## src/rtl/uart_slave_rx_if.sv

```systemverilog
// Receive-side character stream: head-of-FIFO character with error flags,
// presented on a valid/ready handshake.
interface uart_slave_rx_if #(
  parameter int DATA_WIDTH = 8
) ();

  logic [DATA_WIDTH-1:0] rx_data;
  logic                  rx_parity_err;
  logic                  rx_frame_err;
  logic                  rx_valid;
  logic                  rx_ready;

  // The receiver sources characters; the consumer returns ready.
  modport master (
    output rx_data,
    output rx_parity_err,
    output rx_frame_err,
    output rx_valid,
    input  rx_ready
  );

  modport slave (
    input  rx_data,
    input  rx_parity_err,
    input  rx_frame_err,
    input  rx_valid,
    output rx_ready
  );

endinterface

```

## src/rtl/uart_slave_rx.sv

```systemverilog
// UART receiver for the slave end of the link: synchronizes rx, detects
// the start bit with an oversampling counter, shifts in LSB-first data,
// checks optional parity and one or two stop bits, and queues each
// character with its error flags in a small FIFO.
module uart_slave_rx #(
  parameter int DATA_WIDTH = 8,
  parameter int OVERSAMPLE = 16,
  parameter int FIFO_DEPTH = 4
) (
  input  logic                   clk,
  input  logic                   rst_n,
  input  logic                   rx,
  input  logic [15:0]            baud_div,
  input  logic                   parity_en,
  input  logic                   parity_odd,
  input  logic                   stop_bits,
  uart_slave_rx_if.master        rx_if,
  output logic                   overrun,
  output logic                   busy
);

  localparam int SW = $clog2(OVERSAMPLE);
  localparam int BW = (DATA_WIDTH > 1) ? $clog2(DATA_WIDTH) : 1;
  localparam int AW = $clog2(FIFO_DEPTH);
  localparam int CW = AW + 1;
  localparam logic [SW-1:0] SAMP_MID  = SW'(OVERSAMPLE / 2 - 1);
  localparam logic [SW-1:0] SAMP_LAST = SW'(OVERSAMPLE - 1);
  localparam logic [BW-1:0] BIT_LAST  = BW'(DATA_WIDTH - 1);
  localparam logic [CW-1:0] CNT_FULL  = CW'(FIFO_DEPTH);

  typedef enum logic [2:0] {
    S_IDLE,
    S_START,
    S_DATA,
    S_PARITY,
    S_STOP
  } state_t;

  state_t r_state, w_next;

  logic                  r_rx_meta, r_rx_s, r_rx_prev;
  logic [15:0]           r_div, r_baud_cnt;
  logic [SW-1:0]         r_samp_cnt;
  logic [BW-1:0]         r_bit_cnt;
  logic                  r_stop_cnt;
  logic                  r_par_en, r_par_odd, r_stop2;
  logic [DATA_WIDTH-1:0] r_shift;
  logic                  r_par_err, r_frame_err;
  logic                  r_overrun;

  logic [DATA_WIDTH-1:0] r_mem_data [FIFO_DEPTH];
  logic                  r_mem_pe   [FIFO_DEPTH];
  logic                  r_mem_fe   [FIFO_DEPTH];
  logic [AW-1:0]         r_wr_ptr, r_rd_ptr;
  logic [CW-1:0]         r_count;

  logic w_tick, w_bit_pt;
  logic w_start_det, w_start_ok, w_data_smp, w_par_smp, w_stop_smp, w_push;
  logic w_valid, w_full, w_pop, w_wr;
  logic w_par_err_new, w_frame_err_new;

  assign w_tick   = (r_state != S_IDLE) && (r_baud_cnt == (r_div - 16'd1));
  assign w_bit_pt = w_tick && (r_samp_cnt == SAMP_LAST);

  // Parity over data plus received parity bit must match the selected sense.
  assign w_par_err_new   = ((^r_shift) ^ r_rx_s) != r_par_odd;
  // The final stop sample is folded in so the push carries it this clk.
  assign w_frame_err_new = r_frame_err | ~r_rx_s;

  // Two-flop synchronizer plus one delayed copy for falling-edge detection.
  always_ff @(posedge clk or negedge rst_n) begin
    if (!rst_n) begin
      r_rx_meta <= 1'b1;
      r_rx_s    <= 1'b1;
      r_rx_prev <= 1'b1;
    end else begin
      r_rx_meta <= rx;
      r_rx_s    <= r_rx_meta;
      r_rx_prev <= r_rx_s;
    end
  end

  // FSM state register.
  always_ff @(posedge clk or negedge rst_n) begin
    if (!rst_n) r_state <= S_IDLE;
    else        r_state <= w_next;
  end

  // FSM next state and per-clk action strobes.
  always_comb begin
    w_next      = r_state;
    w_start_det = 1'b0;
    w_start_ok  = 1'b0;
    w_data_smp  = 1'b0;
    w_par_smp   = 1'b0;
    w_stop_smp  = 1'b0;
    w_push      = 1'b0;
    case (r_state)
      S_IDLE: begin
        if (r_rx_prev && !r_rx_s) begin
          w_start_det = 1'b1;
          w_next      = S_START;
        end
      end
      S_START: begin
        if (w_tick && (r_samp_cnt == SAMP_MID)) begin
          if (!r_rx_s) begin
            w_start_ok = 1'b1;
            w_next     = S_DATA;
          end else begin
            w_next = S_IDLE;
          end
        end
      end
      S_DATA: begin
        if (w_bit_pt) begin
          w_data_smp = 1'b1;
          if (r_bit_cnt == BIT_LAST) w_next = r_par_en ? S_PARITY : S_STOP;
        end
      end
      S_PARITY: begin
        if (w_bit_pt) begin
          w_par_smp = 1'b1;
          w_next    = S_STOP;
        end
      end
      S_STOP: begin
        if (w_bit_pt) begin
          w_stop_smp = 1'b1;
          if (!(r_stop2 && !r_stop_cnt)) begin
            w_push = 1'b1;
            w_next = S_IDLE;
          end
        end
      end
      default: w_next = S_IDLE;
    endcase
  end

  // Frame datapath: config capture, baud/sample/bit counters, shift and flags.
  always_ff @(posedge clk or negedge rst_n) begin
    if (!rst_n) begin
      r_div       <= 16'd1;
      r_baud_cnt  <= '0;
      r_samp_cnt  <= '0;
      r_bit_cnt   <= '0;
      r_stop_cnt  <= 1'b0;
      r_par_en    <= 1'b0;
      r_par_odd   <= 1'b0;
      r_stop2     <= 1'b0;
      r_shift     <= '0;
      r_par_err   <= 1'b0;
      r_frame_err <= 1'b0;
    end else if (w_start_det) begin
      r_div       <= (baud_div == 16'd0) ? 16'd1 : baud_div;
      r_par_en    <= parity_en;
      r_par_odd   <= parity_odd;
      r_stop2     <= stop_bits;
      r_baud_cnt  <= '0;
      r_samp_cnt  <= '0;
      r_bit_cnt   <= '0;
      r_stop_cnt  <= 1'b0;
      r_par_err   <= 1'b0;
      r_frame_err <= 1'b0;
    end else if (r_state != S_IDLE) begin
      r_baud_cnt <= w_tick ? 16'd0 : r_baud_cnt + 16'd1;
      if (w_start_ok)  r_samp_cnt <= '0;
      else if (w_tick) r_samp_cnt <= (r_samp_cnt == SAMP_LAST) ? '0 : r_samp_cnt + 1'b1;
      if (w_data_smp) begin
        r_shift   <= {r_rx_s, r_shift[DATA_WIDTH-1:1]};
        r_bit_cnt <= (r_bit_cnt == BIT_LAST) ? '0 : r_bit_cnt + 1'b1;
      end
      if (w_par_smp) r_par_err <= w_par_err_new;
      if (w_stop_smp) begin
        r_frame_err <= w_frame_err_new;
        r_stop_cnt  <= 1'b1;
      end
    end
  end

  assign w_valid = (r_count != '0);
  assign w_full  = (r_count == CNT_FULL);
  assign w_pop   = w_valid && rx_if.rx_ready;
  assign w_wr    = w_push && (!w_full || w_pop);

  // FIFO storage; contents only matter while counted as valid.
  always_ff @(posedge clk) begin
    if (w_wr) begin
      r_mem_data[r_wr_ptr] <= r_shift;
      r_mem_pe[r_wr_ptr]   <= r_par_err;
      r_mem_fe[r_wr_ptr]   <= w_frame_err_new;
    end
  end

  // FIFO pointers, occupancy and overrun pulse.
  always_ff @(posedge clk or negedge rst_n) begin
    if (!rst_n) begin
      r_wr_ptr  <= '0;
      r_rd_ptr  <= '0;
      r_count   <= '0;
      r_overrun <= 1'b0;
    end else begin
      if (w_wr)  r_wr_ptr <= r_wr_ptr + 1'b1;
      if (w_pop) r_rd_ptr <= r_rd_ptr + 1'b1;
      case ({w_wr, w_pop})
        2'b10:   r_count <= r_count + 1'b1;
        2'b01:   r_count <= r_count - 1'b1;
        default: r_count <= r_count;
      endcase
      r_overrun <= w_push && w_full && !w_pop;
    end
  end

  assign rx_if.rx_valid      = w_valid;
  assign rx_if.rx_data       = w_valid ? r_mem_data[r_rd_ptr] : '0;
  assign rx_if.rx_parity_err = w_valid ? r_mem_pe[r_rd_ptr]   : 1'b0;
  assign rx_if.rx_frame_err  = w_valid ? r_mem_fe[r_rd_ptr]   : 1'b0;
  assign overrun             = r_overrun;
  assign busy                = (r_state != S_IDLE);

endmodule

```

## src/flat_wrapper.sv

```systemverilog
// flat-port wrapper written by rule: the top's interface ports become plain ports
module uart_slave_rx_flat 
#(
  parameter int DATA_WIDTH = 8,
  parameter int OVERSAMPLE = 16,
  parameter int FIFO_DEPTH = 4
)
  (clk, rst_n, rx, baud_div, parity_en, parity_odd, stop_bits, overrun, busy, rx_if_rx_data, rx_if_rx_parity_err, rx_if_rx_frame_err, rx_if_rx_valid, rx_if_rx_ready);
  uart_slave_rx_if #(.DATA_WIDTH(DATA_WIDTH)) rx_if_i ();
  input  logic clk;
  input  logic rst_n;
  input  logic rx;
  input  logic [15:0] baud_div;
  input  logic parity_en;
  input  logic parity_odd;
  input  logic stop_bits;
  output logic overrun;
  output logic busy;
  output wire logic [$bits(rx_if_i.rx_data)-1:0] rx_if_rx_data;
  output wire logic [$bits(rx_if_i.rx_parity_err)-1:0] rx_if_rx_parity_err;
  output wire logic [$bits(rx_if_i.rx_frame_err)-1:0] rx_if_rx_frame_err;
  output wire logic [$bits(rx_if_i.rx_valid)-1:0] rx_if_rx_valid;
  input wire logic [$bits(rx_if_i.rx_ready)-1:0] rx_if_rx_ready;
  assign rx_if_rx_data = rx_if_i.rx_data;
  assign rx_if_rx_parity_err = rx_if_i.rx_parity_err;
  assign rx_if_rx_frame_err = rx_if_i.rx_frame_err;
  assign rx_if_rx_valid = rx_if_i.rx_valid;
  assign rx_if_i.rx_ready = rx_if_rx_ready;
  uart_slave_rx #(.DATA_WIDTH(DATA_WIDTH), .OVERSAMPLE(OVERSAMPLE), .FIFO_DEPTH(FIFO_DEPTH)) u_core (.clk(clk), .rst_n(rst_n), .rx(rx), .baud_div(baud_div), .parity_en(parity_en), .parity_odd(parity_odd), .stop_bits(stop_bits), .rx_if(rx_if_i), .overrun(overrun), .busy(busy));
endmodule
```

## config.mk

```make
export PLATFORM = sky130hd
export DESIGN_NAME = uart_slave_rx_flat
export DESIGN_NICKNAME = d
export VERILOG_FILES = /design/src/rtl/uart_slave_rx_if.sv /design/src/rtl/uart_slave_rx.sv /design/src/flat_wrapper.sv
export SDC_FILE = /design/constraint.sdc
export NUM_CORES = 1
export LEC_CHECK = 0
export ABC_AREA = 1
export CORE_MARGIN = 5
export CORE_UTILIZATION = 64
export DETAILED_ROUTE_END_ITERATION = 8
export PLACE_DENSITY = 0.85
export SLEW_MARGIN = 10
export SYNTH_ARGS = -nofsm -noshare
export SYNTH_HDL_FRONTEND = slang
export SYNTH_SLANG_ARGS = --single-unit
```

## constraint.sdc

```tcl
create_clock -name clk -period 5.7 [get_ports clk]
set_input_delay 0.57 -clock clk [delete_from_list [all_inputs] [get_ports clk]]
set_output_delay 0.57 -clock clk [all_outputs]
set_load 0.03 [all_outputs]
```

==> results <==
- The reported max-cap violation count is 0.
- The largest vdd supply drop is 0.0002244 V.
- The core region is 0.008636 mm^2.
- The total setup violations reported at the end of the flow is 0.
- The fraction of layout instances using a drive strength above 1 is 0.07345.
- The pre-antenna-repair detailed-routing pass consisted of 5 iterations.
- The power dissipated by switching net loads is 1.250 mW.
- In this run the power density over the cells is 443.0 mW/mm^2.
- Of all nets on the critical path, the largest fanout is 23.
- The critical path is of the reg -> out type.
- The number of sinks driven by the clock tree is 107.
- The internal portion of the total power is 1.524 mW.
- The average wire length per cell after detail routing is 15.53 um.
- In this run, the number of DRC markers left after iteration 0 of detailed routing was 252.
- Summed over all layers, the routed wires come to 12670 um.
- The Yosys step of the flow raised 0 warnings.
- The endpoint kind of the worst setup timing path is an output port.
- Between clock sinks in the finished design, the worst skew comes to 13.20 ps.
- The synthesized net count is 701.
- The number of antenna violations at the first check in global routing is 0.
- The part of the power in registers is 0.386.
- Of the total power, the clock network draws 0.158.
- The area of the mapped netlist is 0.005629 mm^2.
- TritonCTS built the clock tree.
- The post-cts resize count is 0.
- The top flip-flop cell by instance count after synthesis is sky130_fd_sc_hd__dfrtp_1.
- The path class of the lowest-slack min-delay path is in -> async.
- Setup repair after global routing left no endpoint under its margin.
- The height of the die is 103.8 um.
- The remaining routing DRC violations is 0.
- After legalization and detailed placement, the total HPWL measured 9590 um.
- The synthesis-to-finish area growth is 11.22%.
- In this run the count of I/O pins placed on the die edge is 36.
- Dividing the final minimum period by the clock period gives 0.5893.
- The row count is 34.
- The die is 103.8 um wide.
- In this run, synthesis produced a sequential element count of 107.
- Yosys instantiated no cell more often than sky130_fd_sc_hd__nand2_1.
- The switching portion of total power is 0.4507.
- The clock slew seen by the registers of the worst setup and hold paths is 100 ps.
- For the worst setup path, the data required time is 5130 ps.
- The post-detailed-route count of antenna-violating nets is 0.
- No sink is reached through more buffers than the 2 on the longest clock path.
- TritonCTS created 9 clock buffers.
- The starting density of the core is 0.6518.
- After global routing the overflow that remains totals 0.
- After detailed placement, the design holds a cell count of 800.
- After synthesis, the netlist uses 42 different library cells.
- The detailed-route vias per instance is 5.638.
- The number of enable-type register cells in the synthesized netlist is 40.
- Headroom to the max-slew limit came out at 0.4173.
- Across every metal layer, demand over resource in global routing totals 0.2384.
- After routing, the total negative slack on setup checks comes to 0 ps.
- The pin slew with the least headroom to its limit is 874.0 ps.
- The flow ran to the end, and the final reports show no timing, DRC or antenna violations.
- The number of port buffers is 35.
- In the final design database the tool counted 736 nets.
- The share of total power dissipated in combinational logic is 0.456.
- The number of diodes added for antenna fixing is 0.
- The peak clock frequency supported by timing is 297.7 MHz.
- The tree is rooted in a sky130_fd_sc_hd__clkbuf_8.
- After synthesis, the cell types taking the most area are sky130_fd_sc_hd__dfrtp_1 (28%), sky130_fd_sc_hd__edfxtp_1 (21%), sky130_fd_sc_hd__nand2_1 (11%), sky130_fd_sc_hd__nor2_1 (6.1%), sky130_fd_sc_hd__inv_1 (5.1%).
- The floorplan step defined a die boundary enclosing 0.01077 mm^2.
- The H-tree was split into 3 levels.
- The leakage dissipation is 2.778 nW.
- The total setup buffers inserted after CTS is 0.
- The largest net degree at the start of global routing is 68.
- The vias after detailed routing is 4601.
- The clock period could shrink to 3359 ps.
- Each instance of the synthesized netlist takes up on average 8.427 um^2.
- The top-area cell type share of the netlist area is 0.2801.
- The cts-stage hold buffer count is 0.
- At the worst endpoint, the arrival time is 2790 ps.
- The number of hold violations in the final report is 0.
- After technology mapping, the gate count stands at 668.
- The final standard cell count with taps included and fillers excluded is 816.
- The worst setup path is launched from a flop.
- The share of flip-flops with an asynchronous set or reset is 0.6262.
- The commonest cells after synthesis are sky130_fd_sc_hd__nand2_1 (166), sky130_fd_sc_hd__nor2_1 (92), sky130_fd_sc_hd__inv_1 (77), sky130_fd_sc_hd__dfrtp_1 (63), sky130_fd_sc_hd__o21ai_0 (46).
- The register area share after synthesis is 0.5121.
- The first-pass GRT wire length is 21120 um.
- The placer's final routability congestion estimate is 0.8955.
- The dominant cell type by area after synthesis is sky130_fd_sc_hd__dfrtp_1.
- The total count of max-transition violations in the final report is 0.
- The clock reaches the later pin of the worst-skew pair after 370 ps.
- The via count of the first global-routing pass is 4556.
-- metrics by stage --
stage	hold WS [ps]	cell area, um^2	util	power, mW	setup WS, ps
floorplan	274.4	5629	-	1.956	2827
global placement	346.5	6077	0.7037	2.285	2541
detailed placement	350.7	6077	0.7037	2.340	2388
CTS	366.2	6261	0.7250	2.776	2354
global route	375.0	6261	0.7250	2.970	2104
finish	351.1	6261	0.7250	2.773	2341
-- worst max-delay path, cell delays in order (launching register included) --
cell and delay, ps:
sky130_fd_sc_hd__dfrtp_1 840, sky130_fd_sc_hd__inv_1 460, sky130_fd_sc_hd__o21ai_0 400, sky130_fd_sc_hd__a21oi_1 110
sky130_fd_sc_hd__clkdlybuf4s50_1 610
-- cells in the final DEF (no fill, tap or decap), types with 11 or more instances in the layout --
cell type / count
sky130_fd_sc_hd__clkdlybuf4s50_1: 34
sky130_fd_sc_hd__xnor2_1: 13
sky130_fd_sc_hd__nand2_1: 166
sky130_fd_sc_hd__nand3_1: 28
sky130_fd_sc_hd__nor2_1: 91
sky130_fd_sc_hd__dfrtp_1: 63
sky130_fd_sc_hd__xor2_1: 20
sky130_fd_sc_hd__a21oi_1: 17
sky130_fd_sc_hd__o22ai_1: 11
sky130_fd_sc_hd__inv_1: 77
sky130_fd_sc_hd__o21ai_0: 46
sky130_fd_sc_hd__edfxtp_1: 40
-- state kept, by name, summed over array words and instances, names as in the netlist, 2 cells and up --
register	count
u_core.r_count	3
u_core.r_wr_ptr	2
u_core.r_mem_data	32
u_core.r_bit_cnt	3
u_core.r_shift	8
u_core.r_mem_fe	4
u_core.r_samp_cnt	4
u_core.r_baud_cnt	16
u_core.r_rd_ptr	2
u_core.r_mem_pe	4
u_core.r_div	16
u_core.r_state	3
-- final timing paths --
path / cells past startpoint / startpoint / end / slack, ps
max: 4 / u_core.r_rd_ptr[0] / rx_if_rx_data[6] / 2340
min: 2 / rst_n / u_core.r_baud_cnt[11] / 350
max reg2reg: 17 / u_core.r_div[0] / u_core.r_mem_data[1][0] / 2400
min reg2reg: 0 / u_core.r_rx_meta / u_core.r_rx_s / 360
max in group asynchronous: 2 / rst_n / u_core.r_wr_ptr[0] / 4730
min in group clk: 0 / u_core.r_rx_meta / u_core.r_rx_s / 360
-- layout make-up --
cell class	count	area [um^2]
clock inverter	7	60.06
tap	108	135.1
clock buffer	9	123.9
fill	627	2375
sequential	107	2883
multi-input combinational	463	2380
timing repair buffer	37	360.3
inverter	85	319.1
-- cell families after synthesis --
family	Yosys count	share of synthesized area
adder cells (fa/ha/maj)	10	0.02356
AND/OR/NAND/NOR	331	0.2587
flip-flops	107	0.5121
multiplexers	1	0.002000
AO/OA/AOI/OAI	88	0.08669
buffers and inverters	98	0.06557
XOR/XNOR	33	0.05135
-- power by group through the flow --
stage	clock network [mW]	registers (mW)	logic, mW
2_1_floorplan	0	1.02	0.938
3_3_place_gp	0	1.07	1.21
3_5_place_dp	0	1.08	1.26
4_1_cts	0.445	1.07	1.26
5_1_grt	0.478	1.09	1.41
6_report	0.439	1.07	1.26
-- layer usage --
metal  global-route usage  vias to the layer above  wire length [um]
met2               0.4312                      135              6810
met5                    0                        -                 0
met4              0.07216                        0               193
met3              0.04104                       15               604
li1                     -                     2235                 -
met1               0.2898                     2216              5061
(Power assumes the default switching activity.)
